[src/rtl/window_generator_if.sv]
// Handshake/bus bundle between the window generator and its frame source / window consumer.
interface window_generator_if;
    logic        start;
    logic        filter_valid;
    logic [71:0] filter_in;
    logic        filter_ready;
    logic        pix_valid;
    logic [7:0]  pix_in;
    logic        pix_ready;
    logic        win_valid;
    logic [71:0] ifmap_out;
    logic [71:0] filter_out;
    logic        state;
    logic        busy;
    logic        done;

    modport master (
        output start, filter_valid, filter_in, pix_valid, pix_in,
        input  filter_ready, pix_ready, win_valid, ifmap_out, filter_out, state, busy, done
    );

    modport slave (
        input  start, filter_valid, filter_in, pix_valid, pix_in,
        output filter_ready, pix_ready, win_valid, ifmap_out, filter_out, state, busy, done
    );
endinterface

[src/rtl/window_generator.sv]
// 3x3 sliding-window generator: latches a filter, then streams a raster ifmap through
// two line buffers and a 3x3 shift window, emitting one window per interior pixel.
module window_generator #(
    parameter int unsigned IMG_W = 8,
    parameter int unsigned IMG_H = 8
) (
    input logic               clk,
    input logic               rst,
    window_generator_if.slave bus
);
    localparam int unsigned CW = (IMG_W > 1) ? $clog2(IMG_W) : 1;
    localparam int unsigned RW = (IMG_H > 1) ? $clog2(IMG_H) : 1;
    localparam logic [CW-1:0] COL_LAST = CW'(IMG_W - 1);
    localparam logic [RW-1:0] ROW_LAST = RW'(IMG_H - 1);

    typedef enum logic [1:0] {
        S_IDLE,
        S_LOAD_FILTER,
        S_STREAM,
        S_DONE
    } fsm_e;

    fsm_e          fsm_q;
    logic [CW-1:0] col_q;
    logic [RW-1:0] row_q;
    logic [71:0]   win_q;
    logic [71:0]   win_d;
    logic [71:0]   ifmap_out_q;
    logic [71:0]   filter_out_q;
    logic          win_valid_q;
    logic          state_q;
    logic          first_q;
    logic          filter_ready_q;
    logic          pix_ready_q;
    logic          busy_q;
    logic          done_q;

    logic [7:0]    lb_top_q [IMG_W];
    logic [7:0]    lb_mid_q [IMG_W];

    logic          accept_c;
    logic [7:0]    top_c;
    logic [7:0]    mid_c;

    assign accept_c = (fsm_q == S_STREAM) && pix_ready_q && bus.pix_valid;
    assign top_c    = lb_top_q[col_q];
    assign mid_c    = lb_mid_q[col_q];

    // Next window: drop the oldest column, append {row-2, row-1, incoming} on the right.
    always_comb begin
        win_d = win_q;
        for (int r = 0; r < 3; r++) begin
            win_d[8*(3*r+0) +: 8] = win_q[8*(3*r+1) +: 8];
            win_d[8*(3*r+1) +: 8] = win_q[8*(3*r+2) +: 8];
        end
        win_d[8*2 +: 8] = top_c;
        win_d[8*5 +: 8] = mid_c;
        win_d[8*8 +: 8] = bus.pix_in;
    end

    // Line buffers carry the two previous rows; contents are always rewritten before use.
    always_ff @(posedge clk) begin
        if (accept_c) begin
            lb_top_q[col_q] <= mid_c;
            lb_mid_q[col_q] <= bus.pix_in;
        end
    end

    always_ff @(posedge clk or posedge rst) begin
        if (rst) begin
            fsm_q          <= S_IDLE;
            col_q          <= '0;
            row_q          <= '0;
            win_q          <= '0;
            ifmap_out_q    <= '0;
            filter_out_q   <= '0;
            win_valid_q    <= 1'b0;
            state_q        <= 1'b0;
            first_q        <= 1'b0;
            filter_ready_q <= 1'b0;
            pix_ready_q    <= 1'b0;
            busy_q         <= 1'b0;
            done_q         <= 1'b0;
        end else begin
            win_valid_q <= 1'b0;
            state_q     <= 1'b0;
            done_q      <= 1'b0;
            unique case (fsm_q)
                S_IDLE: begin
                    if (bus.start) begin
                        fsm_q          <= S_LOAD_FILTER;
                        filter_ready_q <= 1'b1;
                        busy_q         <= 1'b1;
                        col_q          <= '0;
                        row_q          <= '0;
                    end
                end
                S_LOAD_FILTER: begin
                    if (bus.filter_valid) begin
                        fsm_q          <= S_STREAM;
                        filter_out_q   <= bus.filter_in;
                        filter_ready_q <= 1'b0;
                        pix_ready_q    <= 1'b1;
                        first_q        <= 1'b1;
                    end
                end
                S_STREAM: begin
                    if (accept_c) begin
                        win_q <= win_d;
                        // Columns 0/1 of a row flush the previous row out of the window.
                        if (row_q >= RW'(2) && col_q >= CW'(2)) begin
                            win_valid_q <= 1'b1;
                            ifmap_out_q <= win_d;
                            state_q     <= first_q;
                            first_q     <= 1'b0;
                        end
                        if (col_q == COL_LAST) begin
                            col_q <= '0;
                            row_q <= (row_q == ROW_LAST) ? '0 : row_q + RW'(1);
                            if (row_q == ROW_LAST) begin
                                fsm_q       <= S_DONE;
                                pix_ready_q <= 1'b0;
                            end
                        end else begin
                            col_q <= col_q + CW'(1);
                        end
                    end
                end
                S_DONE: begin
                    fsm_q  <= S_IDLE;
                    done_q <= 1'b1;
                    busy_q <= 1'b0;
                end
                default: fsm_q <= S_IDLE;
            endcase
        end
    end

    assign bus.filter_ready = filter_ready_q;
    assign bus.pix_ready    = pix_ready_q;
    assign bus.win_valid    = win_valid_q;
    assign bus.ifmap_out    = ifmap_out_q;
    assign bus.filter_out   = filter_out_q;
    assign bus.state        = state_q;
    assign bus.busy         = busy_q;
    assign bus.done         = done_q;
endmodule
[src/flat_wrapper.sv]
// flat-port wrapper written by rule: the top's interface ports become plain ports
module window_generator_flat 
#(
    parameter int unsigned IMG_W = 8,
    parameter int unsigned IMG_H = 8
)
  (clk, rst, bus_start, bus_filter_valid, bus_filter_in, bus_pix_valid, bus_pix_in, bus_filter_ready, bus_pix_ready, bus_win_valid, bus_ifmap_out, bus_filter_out, bus_state, bus_busy, bus_done);
  window_generator_if bus_i ();
  input logic clk;
  input logic rst;
  input wire logic [$bits(bus_i.start)-1:0] bus_start;
  input wire logic [$bits(bus_i.filter_valid)-1:0] bus_filter_valid;
  input wire logic [$bits(bus_i.filter_in)-1:0] bus_filter_in;
  input wire logic [$bits(bus_i.pix_valid)-1:0] bus_pix_valid;
  input wire logic [$bits(bus_i.pix_in)-1:0] bus_pix_in;
  output wire logic [$bits(bus_i.filter_ready)-1:0] bus_filter_ready;
  output wire logic [$bits(bus_i.pix_ready)-1:0] bus_pix_ready;
  output wire logic [$bits(bus_i.win_valid)-1:0] bus_win_valid;
  output wire logic [$bits(bus_i.ifmap_out)-1:0] bus_ifmap_out;
  output wire logic [$bits(bus_i.filter_out)-1:0] bus_filter_out;
  output wire logic [$bits(bus_i.state)-1:0] bus_state;
  output wire logic [$bits(bus_i.busy)-1:0] bus_busy;
  output wire logic [$bits(bus_i.done)-1:0] bus_done;
  assign bus_i.start = bus_start;
  assign bus_i.filter_valid = bus_filter_valid;
  assign bus_i.filter_in = bus_filter_in;
  assign bus_i.pix_valid = bus_pix_valid;
  assign bus_i.pix_in = bus_pix_in;
  assign bus_filter_ready = bus_i.filter_ready;
  assign bus_pix_ready = bus_i.pix_ready;
  assign bus_win_valid = bus_i.win_valid;
  assign bus_ifmap_out = bus_i.ifmap_out;
  assign bus_filter_out = bus_i.filter_out;
  assign bus_state = bus_i.state;
  assign bus_busy = bus_i.busy;
  assign bus_done = bus_i.done;
  window_generator #(.IMG_W(IMG_W), .IMG_H(IMG_H)) u_core (.clk(clk), .rst(rst), .bus(bus_i));
endmodule
[config.mk]
export PLATFORM = sky130hd
export DESIGN_NAME = window_generator_flat
export DESIGN_NICKNAME = d
export VERILOG_FILES = /design/src/rtl/window_generator_if.sv /design/src/rtl/window_generator.sv /design/src/flat_wrapper.sv
export SDC_FILE = /design/constraint.sdc
export NUM_CORES = 1
export LEC_CHECK = 0
export BUFFER_PORTS_ARGS = -buffer_cell sky130_fd_sc_hd__buf_2
export CAP_MARGIN = 20
export CORE_AREA = 4 4 180 251
export DETAILED_ROUTE_END_ITERATION = 8
export DIE_AREA = 0 0 184 255
export PLACE_DENSITY = 0.51
export SLEW_MARGIN = 20
export SYNTH_ARGS = -nofsm -noshare
export SYNTH_HDL_FRONTEND = slang
export SYNTH_SLANG_ARGS = --single-unit
[constraint.sdc]
create_clock -name clk -period 7.4 [get_ports clk]
set_input_delay 1.85 -clock clk [delete_from_list [all_inputs] [get_ports clk]]
set_output_delay 1.85 -clock clk [all_outputs]
set_load 0.02 [all_outputs]
## After elaboration in Yosys (flattened, before gate mapping)

Memory sizes are Yosys's and may differ from the RTL's.
Index checks and enable logic that the tools add are counted.

| storage, ports and cells | value |
|---|---|
| flip-flop bits (word level) | 231 |
| memory bits (writable) | 128 |
| input port bits | 85 |
| logic and storage cells | 83 |
| memories kept | 2 |

| operators by class | value |
|---|---|
| add/subtract/negate cells | 2 |
| $lt $le $gt $ge | 2 |
| equal/unequal tests | 11 |
| mux-type cells | 35 |
| reduce and logical (&&, ||, !) cells | 18 |

Memories:

| memory | depth | width | rd ports | clocked after Yosys merged registers in | write ports | RTL line | text |
|---|---|---|---|---|---|---|---|
| u_core.lb_mid_q | 8 | 8 | 1 | 0 | 1 | window_generator.sv:39 | `logic [7:0] lb_mid_q [IMG_W];` |
| u_core.lb_top_q | 8 | 8 | 1 | 0 | 1 | window_generator.sv:38 | `logic [7:0] lb_top_q [IMG_W];` |

Operators with widths:

| kind | count |
|---|---|
| $mux 3 | 6 |
| $mux 1 | 17 |
| $pmux 3 s2 | 2 |
| $mux 2 | 5 |
| $ne 2x2->1 const B | 5 |
| $reduce_and 5->1 | 2 |
| $reduce_and 3->1 | 3 |
| $pmux 1 s2 | 4 |
| $pmux 2 s4 | 1 |
| $reduce_and 4->1 | 2 |
| $reduce_bool 2->1 | 4 |
| $add 3x1->3 const B | 2 |
| $eq 3x3->1 const B | 2 |
| $ge 3x2->1 const B | 2 |
| $reduce_and 2->1 | 3 |
| $eq 2x2->1 const B | 2 |
| $logic_and 1x1->1 | 3 |
| $eq 2x1->1 const B | 1 |
| $logic_not 2->1 | 1 |
| $ne 2x1->1 const B | 1 |

## Depth between registers and ports, before layout

Gate-level depths: netlist (run 1).

| logic depth | value |
|---|---|
| depth in word-level cells | 5 |
| depth in mapped cells | 7 |
| mapped depth without buffers | 6 |

## Worst setup path before layout (run 1)

OpenSTA, ideal clock, no wires.

| timing | value |
|---|---|
| kind | in2reg |
| start | input bus_pix_valid |
| end | memory u_core.lb_mid_q[0][0] (enable) |
| data arrival time | 3.813 ns |
| required time | 6.970 ns |
| path slack | 3.156 ns |
| stages | 3 |
| cells stage by stage | nand3_2 clkbuf_1 nor4_1 |

| between the ends | value |
|---|---|
| word-level cells in the longest chain between the ends | 3 |

RTL lines:

| item | RTL line | text |
|---|---|---|
| from (decl) | flat_wrapper.sv:14 | `input wire logic [$bits(bus_i.pix_valid)-1:0] bus_pix_valid;` |
| $logic_and 1x1->1 | window_generator.sv:45 | `assign accept_c = (fsm_q == S_STREAM) && pix_ready_q && bus.pix_valid;` |
| $mux 1 | window_generator.sv:63 | `if (accept_c) begin` |
| $mux 1 (not written as such) | window_generator.sv:65 | `lb_mid_q[col_q] <= bus.pix_in;` |
| to (decl) | window_generator.sv:39 |  |

No other way between the ends.

## Worst setup path in the final report (run 1)

| timing | value |
|---|---|
| start | input bus_pix_valid |
| end | register u_core.ifmap_out_q[53] (netlist: u_core.bus.ifmap_out[53]) |

| between the ends | value |
|---|---|
| word-level cells in the longest chain between the ends | 2 |

RTL lines:

| item | RTL line | text |
|---|---|---|
| $logic_and 1x1->1 | window_generator.sv:45 |  |
| $reduce_and 3->1 (no line) | - |  |
| to (signal assigned) | window_generator.sv:113 | `ifmap_out_q <= win_d;` |
| to (decl) | window_generator.sv:28 | `logic [71:0] ifmap_out_q;` |

No other way between the ends.
A chain may end at the register's enable or synchronous reset.

==> flow_summary.toml, run 1 <==
[power_and_ir_drop]
p_per_area_mw_per_mm2 = 384
p_clk_share_pct = 28.2
power.switching_mw = 1.95
p_leak_nw = 7.00
sw_frac_of_total_pct = 32.4
pwr-share-seq_pct = 44.3
combPwrFrac_pct = 27.5
power.internal_mw = 4.06
vdd_drop_max_mv = 0.119

[yosys]
yosysUniqueCellTypes = 36
synth.net_count = 885
syn_avg_cell_area_um2 = 16.1
synthTopCellsByArea = "dfrtp_1 41%, edfxtp_1 30%, mux2_2 6.5%"
yosys.area.top_type = "dfrtp_1"
ys_seq_area_share_pct = 70.9
synth-edff-count = 128
ys_ff_latch = 335
yosys_warnings = 0
synthesis.area_mm2 = 0.0127
async_flop_share_pct = 61.8
netlist_instances = 791
synthFlopType = "dfrtp_1"
synth_top_area_share_pct = 40.7

[sta]
slew_viol_final = 0
rsz0062_at_grt = "no"
relSlewSlack_pct = 30.8
min_period_ps = 3550
tightest_slew_ps = 1040
hold_viol = 0
setup_viol = 0
fmax_ghz = 0.281
fin_crit_sh_pct = 48.0
setup_tns_ps = 0
skew_ps = 10.0

[floorplanning]
die_w_um = 184
die_y_um = 255
ios = 235
fp-row-count = 90
start_util_pct = 29.6
fp.coreArea_mm2 = 0.0430
dieArea_mm2 = 0.0469

[global_route]
grt_pass1_vias = 7188
grt_max_degree = 156
grt_usage_pct = 12.0
grt_pass1_wl_um = 43700
grt_antenna_before_repair = 0
overflow = 0

[setup_path]
worstSetupPathType = "in2reg"
cp-start-kind = "input pin"
critPathArrivalTime_ps = 3950
worstPathMaxFanout = 71
cp_data_required_time_ps = 7790
cp-end-kind = "flop"

[finish]
fillers = 4182
final_cells = 1611
stdcell_area_mm2 = 0.0156
final_util_pct = 36.4
final_common_cell = "buf_2"
most-common-layout-cells = "234 x buf_2, 206 x dfrtp_1, 128 x edfxtp_1"
drive_gt1_share_pct = 39.3
synthToLayoutAreaGrowth_pct = 22.9
antenna_cells = 0
nets = 1127

[job]
drv_cap = 0

[place]
port_buffers = 234
routabilityCongestion = 0.718
place_hpwl_um = 19300
dp.cells = 1548
dpl_cell_area_mm2 = 0.0145

[cts]
htree_levels = 2
numCtsBuffers = 35
cts_buffer_depth = 3
cts.hold.buffers_added = 0
clock_sinks = 335
post_cts_resized = 0
clkSlewWorstSetupHoldPaths_ps = 60
post-cts-setup-buffer-count = 0
cts_tree = "done"
clk_latency_ps = 510
root_buffer = "clkbuf_16"

[route]
drtAntennaViolNets = 0
drt_iter0_markers = 302
wl_per_cell_um = 17.8
via_count = 7066
route.detailed.drc = 0
viasPerCell = 4.39
drt_wl_total_um = 28700
firstDrtPassIters = 4

[min_path]
hp-class = "reg2reg"

[status]
status = "finished, final reports clean"
==> worst paths after layout <==
check / cells past startpoint / startpoint / slack, ps / to
worst max-delay path: 6 / bus_pix_valid / 3850 / u_core.bus.ifmap_out[53]
worst min-delay path: 2 / u_core.win_q[12] / 470 / u_core.win_q[12]
worst max register to register: 6 / u_core.fsm_q[0] / 4230 / u_core.lb_mid_q[5][4]
worst min register to register: 2 / u_core.win_q[12] / 470 / u_core.win_q[12]
max in group asynchronous: 4 / rst / 4540 / u_core.win_q[70]
min in group asynchronous: 3 / rst / 1530 / u_core.bus.filter_out[26]
==> flip-flops by register name, indices dropped and copies added (netlist names) <==
signal / flops
u_core.bus.filter_ready: 1
u_core.first_q: 1
u_core.bus.pix_ready: 1
u_core.bus.state: 1
u_core.lb_top_q: 64
u_core.col_q: 3
u_core.bus.busy: 1
u_core.fsm_q: 2
u_core.lb_mid_q: 64
u_core.row_q: 3
u_core.bus.done: 1
u_core.win_q: 48
u_core.bus.ifmap_out: 72
u_core.bus.filter_out: 72
u_core.bus.win_valid: 1
==> kinds of logic (layout without fill, tap and decap cells) <==
group                      after synthesis  in the layout  synth area share, %
and+or+nand+nor                        161            161                 5.16
muxes                                  184            184                 18.9
adders and majority gates                9              9                0.885
buffers and inverters                   57            325                 2.15
DFF                                    335            335                 70.9
AOI/OAI and AO/OA                       45             45                 1.99
==> area by class of cell <==
class                           count  area (um^2)  share of cell area (%)
Clock buffer                       50         1000                    6.42
Clock inverter                     13         97.6                   0.624
Timing Repair Buffer              245         1270                    8.09
Multi-Input combinational cell    399         3500                    22.3
Sequential cell                   335         9020                    57.7
Inverter                           17         67.6                   0.432
Tap cell                          552          691                    4.41
==> worst max-delay path, cell delays in order <==
cell,delay (ps)
buf_2,90
nand3_2,60
buf_4,370
nor2_4,550
buf_4,580
mux2_1,380
==> through the flow <==
stage / setup slack, ps / hold slack (ps) / total power, mW
2_1_floorplan: 2860 / 442 / 3.77
3_3_place_gp: 3260 / 455 / 4.37
3_5_place_dp: 3240 / 460 / 4.40
4_1_cts: 3800 / 476 / 6.13
5_1_grt: 3610 / 493 / 6.36
6_report: 3850 / 470 / 6.00
==> Yosys cell counts, types with 2 or more instances <==
library cell  count
mux2i_1          20
o21ai_1          10
clkbuf_1         15
ha_1              9
nand2_1         122
dfrtp_1         207
buf_2            15
a21oi_1          19
nor3_1            4
nor2_1           20
mux2_2           74
o21ai_0          10
buf_4             7
mux4_2           32
buf_6             2
inv_1            17
nand2b_1          4
mux2_1           58
edfxtp_1        128
nand3_1           2
==> per-layer routing <==
layer | vias to the layer above | wire length [um] | global-route usage [%]
li1 | 3313 | - | -
met5 | - | 0 | 0
met1 | 3530 | 12000 | 15.5
met2 | 179 | 14600 | 20.5
met4 | 0 | 651 | 3.93
met3 | 44 | 1450 | 2.09
==> power by group through the flow <==
stage	Combinational [mW]	Sequential [mW]	Clock, mW
after global routing	1.81	2.73	1.83
after CTS	1.70	2.67	1.76
final	1.65	2.66	1.69
after global placement	1.67	2.70	0
after floorplan	0.770	3.00	0
after detailed placement	1.69	2.70	0
No activity file was read; power rests on OpenSTA's default activity.
==> inputs of run 2 (changes only) <==
- PLACE_DENSITY: 0.51 -> 0.49
- clock period: 7.4 -> 3.7 ns (I/O delays scaled with it)
==> flow_summary.toml, run 2 (synthesis gave the netlist of run 1 again) <==
[setup_path]
r2r_slack_ps = 1010
critPathArrivalTime_ps = 3090
cp-start-kind = "flop"
cp-end-kind = "flop"
reg2reg_depth = 6
max_stage_delay_ps = 600
worstPathMaxFanout = 28
timing.rr.end = "u_core.bus.ifmap_out[57]"
cp_data_required_time_ps = 4100
worstSetupPathType = "reg2reg"
path_cells = "inv_1, ha_1, nand3_2, nor2_4, buf_12, mux2_1"
rr_startpoint = "u_core.fsm_q[0]"
cpMaxStageDelayCell = "nor2_4"

[cts]
post_cts_resized = 0
clock_sinks = 335
clkSlewWorstSetupHoldPaths_ps = 60
cts_tree = "done"
cts_buffer_depth = 3
htree_levels = 2
clk_latency_ps = 530
numCtsBuffers = 36
post-cts-setup-buffer-count = 0
root_buffer = "clkbuf_16"
cts.hold.buffers_added = 0

[sta]
relSlewSlack_pct = 44.8
slew_viol_final = 0
hold_viol = 0
setup_tns_ps = 0
fmax_ghz = 0.372
tightest_slew_ps = 826
rsz0062_at_grt = "no"
fin_crit_sh_pct = 72.6
min_period_ps = 2690
skew_ps = 17.8
setup_viol = 0

[min_path]
min_from = "u_core.win_q[33]"
hold_end = "u_core.win_q[33]"
hp-class = "reg2reg"
holdPathStages = 2

[power_and_ir_drop]
p_leak_nw = 7.20
p_per_area_mw_per_mm2 = 758
power_mw = 12.1
vdd_drop_max_mv = 0.259

[route]
wl_per_cell_um = 18.4
drt_wl_total_um = 30300
firstDrtPassIters = 4
drt_iter0_markers = 307
drtAntennaViolNets = 0
route.detailed.drc = 0
viasPerCell = 4.40
via_count = 7237

[finish]
nets = 1164
most-common-layout-cells = "234 x buf_2, 206 x dfrtp_1, 128 x edfxtp_1"
final_common_cell = "buf_2"
stdcell_area_mm2 = 0.0159
fillers = 4186
drive_gt1_share_pct = 41.2
synthToLayoutAreaGrowth_pct = 25.1
antenna_cells = 0

[global_route]
grt_pass1_vias = 7658
overflow = 0
grt_antenna_before_repair = 0
grt_usage_pct = 12.6
grt_max_degree = 65
grt_pass1_wl_um = 46200

[floorplanning]
fp-row-count = 90
start_util_pct = 29.6
dieArea_mm2 = 0.0469
ios = 235
fp.coreArea_mm2 = 0.0430
die_y_um = 255
die_w_um = 184

[place]
dpl_cell_area_mm2 = 0.0148
routabilityCongestion = 0.740
place_hpwl_um = 21300
port_buffers = 234

[job]
drv_cap = 0

[status]
status = "finished, final reports clean"
-- run 2: changes by cell type in the layout (fill, tap and decap cells not counted) --
cell,before,now
buf_4,10,42
buf_12,1,5
nor3_2,0,4
nor3_4,4,0
clkbuf_1,10,7
clkinv_2,5,8
nor2_1,17,20
nor2_2,3,0
bufinv_16,1,0
clkbuf_8,3,4
clkinvlp_4,2,1
inv_4,1,0
inv_6,1,2
-- run 2: worst max-delay path by stage --
stage	from	endpoint	slack (ps)
floorplan	rst	u_core.bus.busy	90
global placement	u_core.fsm_q[0]	u_core.bus.ifmap_out[54]	970
detailed placement	u_core.fsm_q[0]	u_core.bus.ifmap_out[37]	920
CTS	u_core.fsm_q[0]	u_core.bus.ifmap_out[36]	930
global route	u_core.fsm_q[0]	u_core.bus.ifmap_out[57]	810
finish	u_core.fsm_q[0]	u_core.bus.ifmap_out[57]	1010
-- run 2: worst max-delay path: cells and delay by family, from the launching register on --
family                   cells  cell delay, ps
AND/OR/NAND/NOR              2             930
adder cells (fa/ha/maj)      1             490
flip-flops                   1             400
buffers and inverters        2             390
multiplexers                 1             330
-- run 2: metal layers --
layer	vias to the layer above	global-route usage (%)	part of all wire [%]
met3	46	1.91	4.7
met4	0	4.25	2.6
met5	-	0	0
li1	3384	-	-
met1	3627	15.5	40
met2	180	22.8	52
-- run 2: through the flow --
| stage | hold WS [ps] | util, % | std cells | worst slack, ps |
|---|---|---|---|---|
| floorplan | 442 | - | 791 | 88.8 |
| global route | 494 | 37.0 | 1646 | 812 |
| finish | 471 | 37.0 | 1646 | 1010 |
| detailed placement | 459 | 34.5 | 1584 | 918 |
| global placement | 454 | 34.5 | 1584 | 974 |
| CTS | 478 | 37.0 | 1646 | 931 |
-- run 2: report_power, final --
group | internal (mW) | switching (mW)
sequential | 4.82 | 0.530
combinational | 1.40 | 1.97
clock | 1.91 | 1.43
-- run 2: layout make-up --
type	count	area (um^2)	share of cell area [%]
flip-flops and latches	335	9020	56.7
multi-input cells	399	3460	21.8
repair buffers	281	1590	9.97
clock buffers	48	1010	6.33
well taps	552	691	4.34
clock inverters	14	77.6	0.487
inverters	17	67.6	0.424
